### config.mk
export PLATFORM = sky130hd
export DESIGN_NAME = stack_seq
export DESIGN_NICKNAME = d
export VERILOG_FILES = /design/src/rtl/stack_seq.sv
export SDC_FILE = /design/constraint.sdc
export NUM_CORES = 1
export LEC_CHECK = 0
export CAP_MARGIN = 25
export CORE_ASPECT_RATIO = 1.2
export CORE_UTILIZATION = 38
export DETAILED_ROUTE_END_ITERATION = 10
export GPL_TIMING_DRIVEN = 0
export PLACE_DENSITY = 0.65
export SYNTH_ARGS = -nofsm -noshare
export SYNTH_HDL_FRONTEND = slang
export SYNTH_SLANG_ARGS = --single-unit
### constraint.sdc
create_clock -name clk -period 3.1 [get_ports clk]
set_clock_uncertainty 0.15 [all_clocks]
set_input_delay 0.31 -clock clk [delete_from_list [all_inputs] [get_ports clk]]
set_output_delay 0.31 -clock clk [all_outputs]
set_load 0.1 [all_outputs]
### src/rtl/stack_seq.sv
// rtl/stack_seq.sv - stack-port initiator: one high-level stack op at a time
module stack_seq #(
   parameter logic [15:0] SP_INIT     = 16'hffff,
   parameter logic [15:0] STACK_LIMIT = 16'hbfff
) (
   input  logic        clk,
   input  logic        reset,
   input  logic        op_valid,
   input  logic [1:0]  op_code,
   input  logic [15:0] op_data,
   output logic        op_ready,
   output logic        done,
   output logic        err,
   output logic [15:0] result,
   output logic [15:0] sp,
   output logic        mem_push,
   output logic        mem_pop,
   output logic        mem_swap,
   output logic        mem_replace_sp,
   output logic [15:0] mem_data,
   input  logic [15:0] mem_out
);

   typedef enum logic [1:0] {S_INIT, S_IDLE, S_ISSUE, S_CAPTURE} state_t;

   localparam logic [1:0] OP_PUSH = 2'd0;
   localparam logic [1:0] OP_POP  = 2'd1;
   localparam logic [1:0] OP_XCHG = 2'd2;
   localparam logic [1:0] OP_LDSP = 2'd3;

   state_t      state_q, state_d;
   logic [15:0] sp_q;
   logic [15:0] result_q;
   logic        done_q;
   logic        err_q;
   logic [1:0]  code_q;
   logic [15:0] data_q;
   logic        fail_q;
   logic        fail_d;
   logic [16:0] push_sp;
   logic        accept;

   assign accept  = (state_q == S_IDLE) && op_valid;
   // 17-bit difference so a wrap below zero shows up in bit 16
   assign push_sp = {1'b0, sp_q} - 17'd2;

   // Legality of the requested op against the current shadow SP
   always_comb begin
      fail_d = 1'b0;
      case (op_code)
         OP_PUSH: fail_d = push_sp[16] || (push_sp[15:0] < STACK_LIMIT);
         OP_POP,
         OP_XCHG: fail_d = sp_q > (SP_INIT - 16'd2);
         default: fail_d = 1'b0;
      endcase
   end

   // State register
   always_ff @(posedge clk or posedge reset) begin
      if (reset) state_q <= S_INIT;
      else       state_q <= state_d;
   end

   // Next-state logic: INIT once, then IDLE -> ISSUE -> CAPTURE -> IDLE
   always_comb begin
      state_d = state_q;
      case (state_q)
         S_INIT:    state_d = S_IDLE;
         S_IDLE:    if (op_valid) state_d = S_ISSUE;
         S_ISSUE:   state_d = S_CAPTURE;
         S_CAPTURE: state_d = S_IDLE;
         default:   state_d = S_INIT;
      endcase
   end

   // Outputs: strobes only in INIT/ISSUE, forced low while reset is held
   always_comb begin
      op_ready       = (state_q == S_IDLE);
      mem_push       = 1'b0;
      mem_pop        = 1'b0;
      mem_swap       = 1'b0;
      mem_replace_sp = 1'b0;
      mem_data       = SP_INIT;
      if (!reset) begin
         if (state_q == S_INIT) begin
            mem_replace_sp = 1'b1;
         end else if (state_q == S_ISSUE) begin
            mem_data = data_q;
            if (!fail_q) begin
               mem_push       = (code_q == OP_PUSH);
               mem_pop        = (code_q == OP_POP);
               mem_swap       = (code_q == OP_XCHG);
               mem_replace_sp = (code_q == OP_LDSP);
            end
         end
      end
   end

   // Op latch at accept, shadow SP update in ISSUE, completion in CAPTURE
   always_ff @(posedge clk or posedge reset) begin
      if (reset) begin
         sp_q     <= SP_INIT;
         result_q <= 16'h0000;
         done_q   <= 1'b0;
         err_q    <= 1'b0;
         code_q   <= OP_PUSH;
         data_q   <= 16'h0000;
         fail_q   <= 1'b0;
      end else begin
         done_q <= (state_q == S_CAPTURE);
         err_q  <= (state_q == S_CAPTURE) && fail_q;
         if (accept) begin
            code_q <= op_code;
            data_q <= op_data;
            fail_q <= fail_d;
         end
         if (state_q == S_ISSUE && !fail_q) begin
            case (code_q)
               OP_PUSH: sp_q <= sp_q - 16'd2;
               OP_POP:  sp_q <= sp_q + 16'd2;
               OP_LDSP: sp_q <= data_q;
               default: sp_q <= sp_q;
            endcase
         end
         if (state_q == S_CAPTURE && !fail_q &&
             (code_q == OP_POP || code_q == OP_XCHG)) begin
            result_q <= mem_out;
         end
      end
   end

   assign done   = done_q;
   assign err    = err_q;
   assign result = result_q;
   assign sp     = sp_q;

endmodule

==> impl.org <==
** Synthesis
- Top flip-flop cell by instance count after synthesis :: sky130_fd_sc_hd__dfrtp_1
- The synthesized netlist occupies a cell area of approximately 0.0035 mm2.
- Portion of synthesized cell area occupied by the leading cell type :: 27.9%
- The share of the Yosys chip area taken by registers is 39.9%.
- Cell variety after synth :: 52
- During synthesis, Yosys emitted a total of 0 warnings.
- Synthesized flop and latch total :: 55
- Counting flops with a built-in enable in the synthesized netlist gives 0.
- Mean post-synth cell area :: a little over 10 um2
- When the netlist entered floorplanning its net count stood at 411.
- Counting every instance in the synthesized netlist gives 348.
- Of all flip-flops after synthesis, the portion carrying an async set or reset was 100%.
- After synthesis, the cell types taking the most area are sky130_fd_sc_hd__dfrtp_1 (28%), sky130_fd_sc_hd__dfstp_2 (12%), sky130_fd_sc_hd__mux2_2 (11%).
- Summed over all instances, the cell type with the most area after synthesis is sky130_fd_sc_hd__dfrtp_1.

** GRT
- The first global-routing pass estimated 15.5 mm of wire.
- Across every metal layer, demand over resource in global routing totals 21.1%.
- Grt ovf :: 0
- The number of global-route vias before repair came to around 3200.
- Entering global routing, the biggest net connects 30 pins.
- Initial antenna violation count :: 0

** Layout
- The sequential cells in the finished layout cover a total of 0.00140 mm2.
- Cells with a size suffix above 1 make up 20.0% of the layout.
- From synthesis to final layout, the design area changed by 33.4%.
- Area taken by multi-input logic gates :: 0.00202 mm2
- Counting the fill cells in the layout gives 850.
- 0 antenna diodes ended up in the layout.
- In the final design database the tool counted 516 nets.
- Layout Utilization :: a little over half

** STA
- Rel. slew slack :: 32.7%
- Slew Limit Fails :: 0
- Hold violation total from the final report :: 0
- At the pin with the least slew margin, the transition time is 1.01 ns.
- Top achievable clock speed :: 337 MHz
- Of the available clock period, the critical path in the final layout requires 95.7%.
- The routed design could run at a clock period as short as 2.97 ns.
- Setup violations remaining at the end of the flow were counted as 0.
- Setup repair after global routing left no endpoint under its margin.

** Routing
- The routed design has 9.34 mm of wire.
- Summing over every cut layer, the via total after detailed routing is just over 3000.
- The count of nets left with antenna violations once routing finished came out at 0.
- Per-cell routed wire length :: about 16 um
- Average vias per placed instance :: 5.32
- The first routing iteration left a little over 90 violations.
- In the routed design, unresolved DRC markers number 0.
- The pre-antenna-repair detailed-routing pass consisted of 4 iterations.

** Clock tree
- Clock latency on the worst-skew pair, taken at its later pin, is slightly above 0.3 ns.
- No sink is reached through more buffers than the 2 on the longest clock path.
- TritonCTS built the clock tree.
- The tree is rooted in a sky130_fd_sc_hd__clkbuf_8.
- CTS Buf Count :: 5
- Clock-pin slew was measured on the worst setup and hold paths at 0.09 ns.
- In this run the number of H-tree levels came out at 2.
- Sink Count :: 55

** Die
- Core Rows :: 38
- I/O pins :: 92
- Die W :: 89.6 um
- The die covers 0.00961 mm2.
- Starting utilization of the core area :: 39.0%
- Total core area :: 0.00899 mm2
- In this run the vertical extent of the chip is roughly 110 um.

** Setup path
- R2R depth :: 11
- R2r startpoint :: code_q[1]$_DFFE_PP0P_
- At the worst endpoint, the required time is around 3.2 ns.
- Of all nets on the critical path, the largest fanout is 5.
- Reg-to-Reg End :: sp[15]$_DFFE_PP1P_
- The setup check on the worst reg-to-reg path leaves a slack of 0.13 ns.
- Critical setup path kind :: reg -> reg
- Type of origin of the critical path :: register
- In this run the worst setup path begins at code_q[1]$_DFFE_PP0P_.
- STA puts the critical path data arrival time at 3.07 ns.
- Type of destination of the critical path :: register

** Run status
- The run finished with clean final reports.

** Placed design
- GP Congestion :: 0.812
- The wire-length estimate of the detail-placed layout is 7.11 mm.
- Number of buffer cells added on primary ports :: 91

** Hold path
- The worst hold path belongs to the class in -> async.

** Job
- Maximum capacitance violations :: 0
==> layer usage <==
metal  track usage, %  vias to the layer above  share of wire, %
li1                 -                     1470                 -
met1             26.0                     1474                42
met2             36.0                       96                49
met3             5.31                       14               6.5
met4             5.56                        0               1.7
met5                0                        -                 0
==> worst max-delay path by stage <==
stage                          to  slack [ns]  depth (start not counted)
2_1_floorplan             mem_pop        0.17                          5
3_3_place_gp             mem_push       -1.01                          5
3_5_place_dp       mem_replace_sp       -0.22                          6
4_1_cts        sp[15]$_DFFE_PP1P_        0.04                         11
5_1_grt        sp[15]$_DFFE_PP1P_      0.0006                         11
6_report       sp[15]$_DFFE_PP1P_        0.13                         11
==> state kept, by name (all words and copies together), names as in the netlist <==
register and flops:
code_q 2, done 1, state_q 2, fail_q 1, err 1, data_q 16, result 16, sp 16
==> per-stage QoR <==
| stage | area, um2 | cells | hold WS (ns) | setup TNS, ns | setup WS (ns) |
|---|---|---|---|---|---|
| floorplan | 3500 | 348 | 0.277 | 0 | 0.168 |
| global placement | 4560 | 559 | 0.337 | -11.53 | -1.01 |
| detailed placement | 4590 | 561 | 0.343 | -1.03 | -0.219 |
| CTS | 4700 | 573 | 0.311 | 0 | 0.0369 |
| global route | 4670 | 574 | 0.386 | 0 | 0.000645 |
| finish | 4670 | 574 | 0.288 | 0 | 0.132 |
==> cells by family after synthesis <==
| group | after synthesis | share of synthesized area, % |
|---|---|---|
| compound gates | 78 | 14.4 |
| flops | 55 | 39.9 |
| buf+inv | 28 | 3.07 |
| mux | 39 | 12.4 |
| xor+xnor | 11 | 2.75 |
| simple gates | 111 | 18.1 |
| fa+ha+maj | 26 | 9.50 |
==> timing repair <==
| item | CTS | global route |
|---|---|---|
| pin swaps | 1 | 4 |
| setup endpoints to repair | 23 | 19 |
| resized for setup | 31 | 31 |
| setup buffers | 4 | 1 |
| hold buffers | 0 | 0 |
| hold endpoints to repair | 0 | 0 |
==> worst max-delay path: stages, from the launching register on <==
cell	delay [ns]
sky130_fd_sc_hd__dfrtp_1	0.43
sky130_fd_sc_hd__inv_2	0.10
sky130_fd_sc_hd__ha_4	0.18
sky130_fd_sc_hd__clkinvlp_4	0.08
sky130_fd_sc_hd__buf_4	0.16
sky130_fd_sc_hd__buf_4	0.15
sky130_fd_sc_hd__ha_1	0.33
sky130_fd_sc_hd__a211o_1	0.28
sky130_fd_sc_hd__and2_1	0.15
sky130_fd_sc_hd__o41a_1	0.43
sky130_fd_sc_hd__a2111o_1	0.37
sky130_fd_sc_hd__nand3_1	0.09
==> synthesized netlist by cell type (3+ instances only) <==
cell / count
sky130_fd_sc_hd__xnor2_1: 7
sky130_fd_sc_hd__and3_1: 9
sky130_fd_sc_hd__nor3_1: 11
sky130_fd_sc_hd__mux2_2: 34
sky130_fd_sc_hd__dfrtp_1: 39
sky130_fd_sc_hd__dfstp_2: 16
sky130_fd_sc_hd__nand3_1: 10
sky130_fd_sc_hd__a21oi_1: 19
sky130_fd_sc_hd__inv_1: 15
sky130_fd_sc_hd__nand4_1: 4
sky130_fd_sc_hd__and2_1: 3
sky130_fd_sc_hd__o21bai_1: 3
sky130_fd_sc_hd__a21o_1: 5
sky130_fd_sc_hd__a31oi_1: 4
sky130_fd_sc_hd__clkbuf_1: 9
sky130_fd_sc_hd__nor2b_1: 3
sky130_fd_sc_hd__nand2_1: 21
sky130_fd_sc_hd__o21ai_0: 22
sky130_fd_sc_hd__nand2b_1: 19
sky130_fd_sc_hd__nor2_1: 17
sky130_fd_sc_hd__a211oi_1: 4
sky130_fd_sc_hd__o31ai_1: 3
sky130_fd_sc_hd__mux2i_1: 5
sky130_fd_sc_hd__xor2_1: 4
sky130_fd_sc_hd__ha_1: 25
==> layout by cell type (no fill, tap or decap), drive strengths merged, types with 3 or more instances in the layout <==
master and n:
ha 25, xor2 4, nor2b 3, dfstp 16, dfrtp 39, nand3 10, a21oi 19, inv 14
mux2i 5, nand4 4, nor3b 3, o21ai 22, nand2 21, dlygate4sd2 8, nor2 17, a31oi 4
nand2b 19, a211oi 5, clkdlybuf4s50 71, clkbuf 23, nor3 11, o31ai 3, mux2 34, xnor2 7
buf 15, and3 9, a21o 5, and2 3, o21bai 3
==> layout make-up <==
cell class              instances  area share [%]
flip-flops and latches         55            29.9
well taps                     120            3.21
inverters                      15            1.29
multi-input cells             265            43.3
clock buffers                   7            1.63
plain buffers                  13            1.12
repair buffers                 98            19.4
clock inverters                 1           0.107
Power is not shown: default switching activity piles up to over one toggle a cycle in this logic, so the estimate is an artifact.
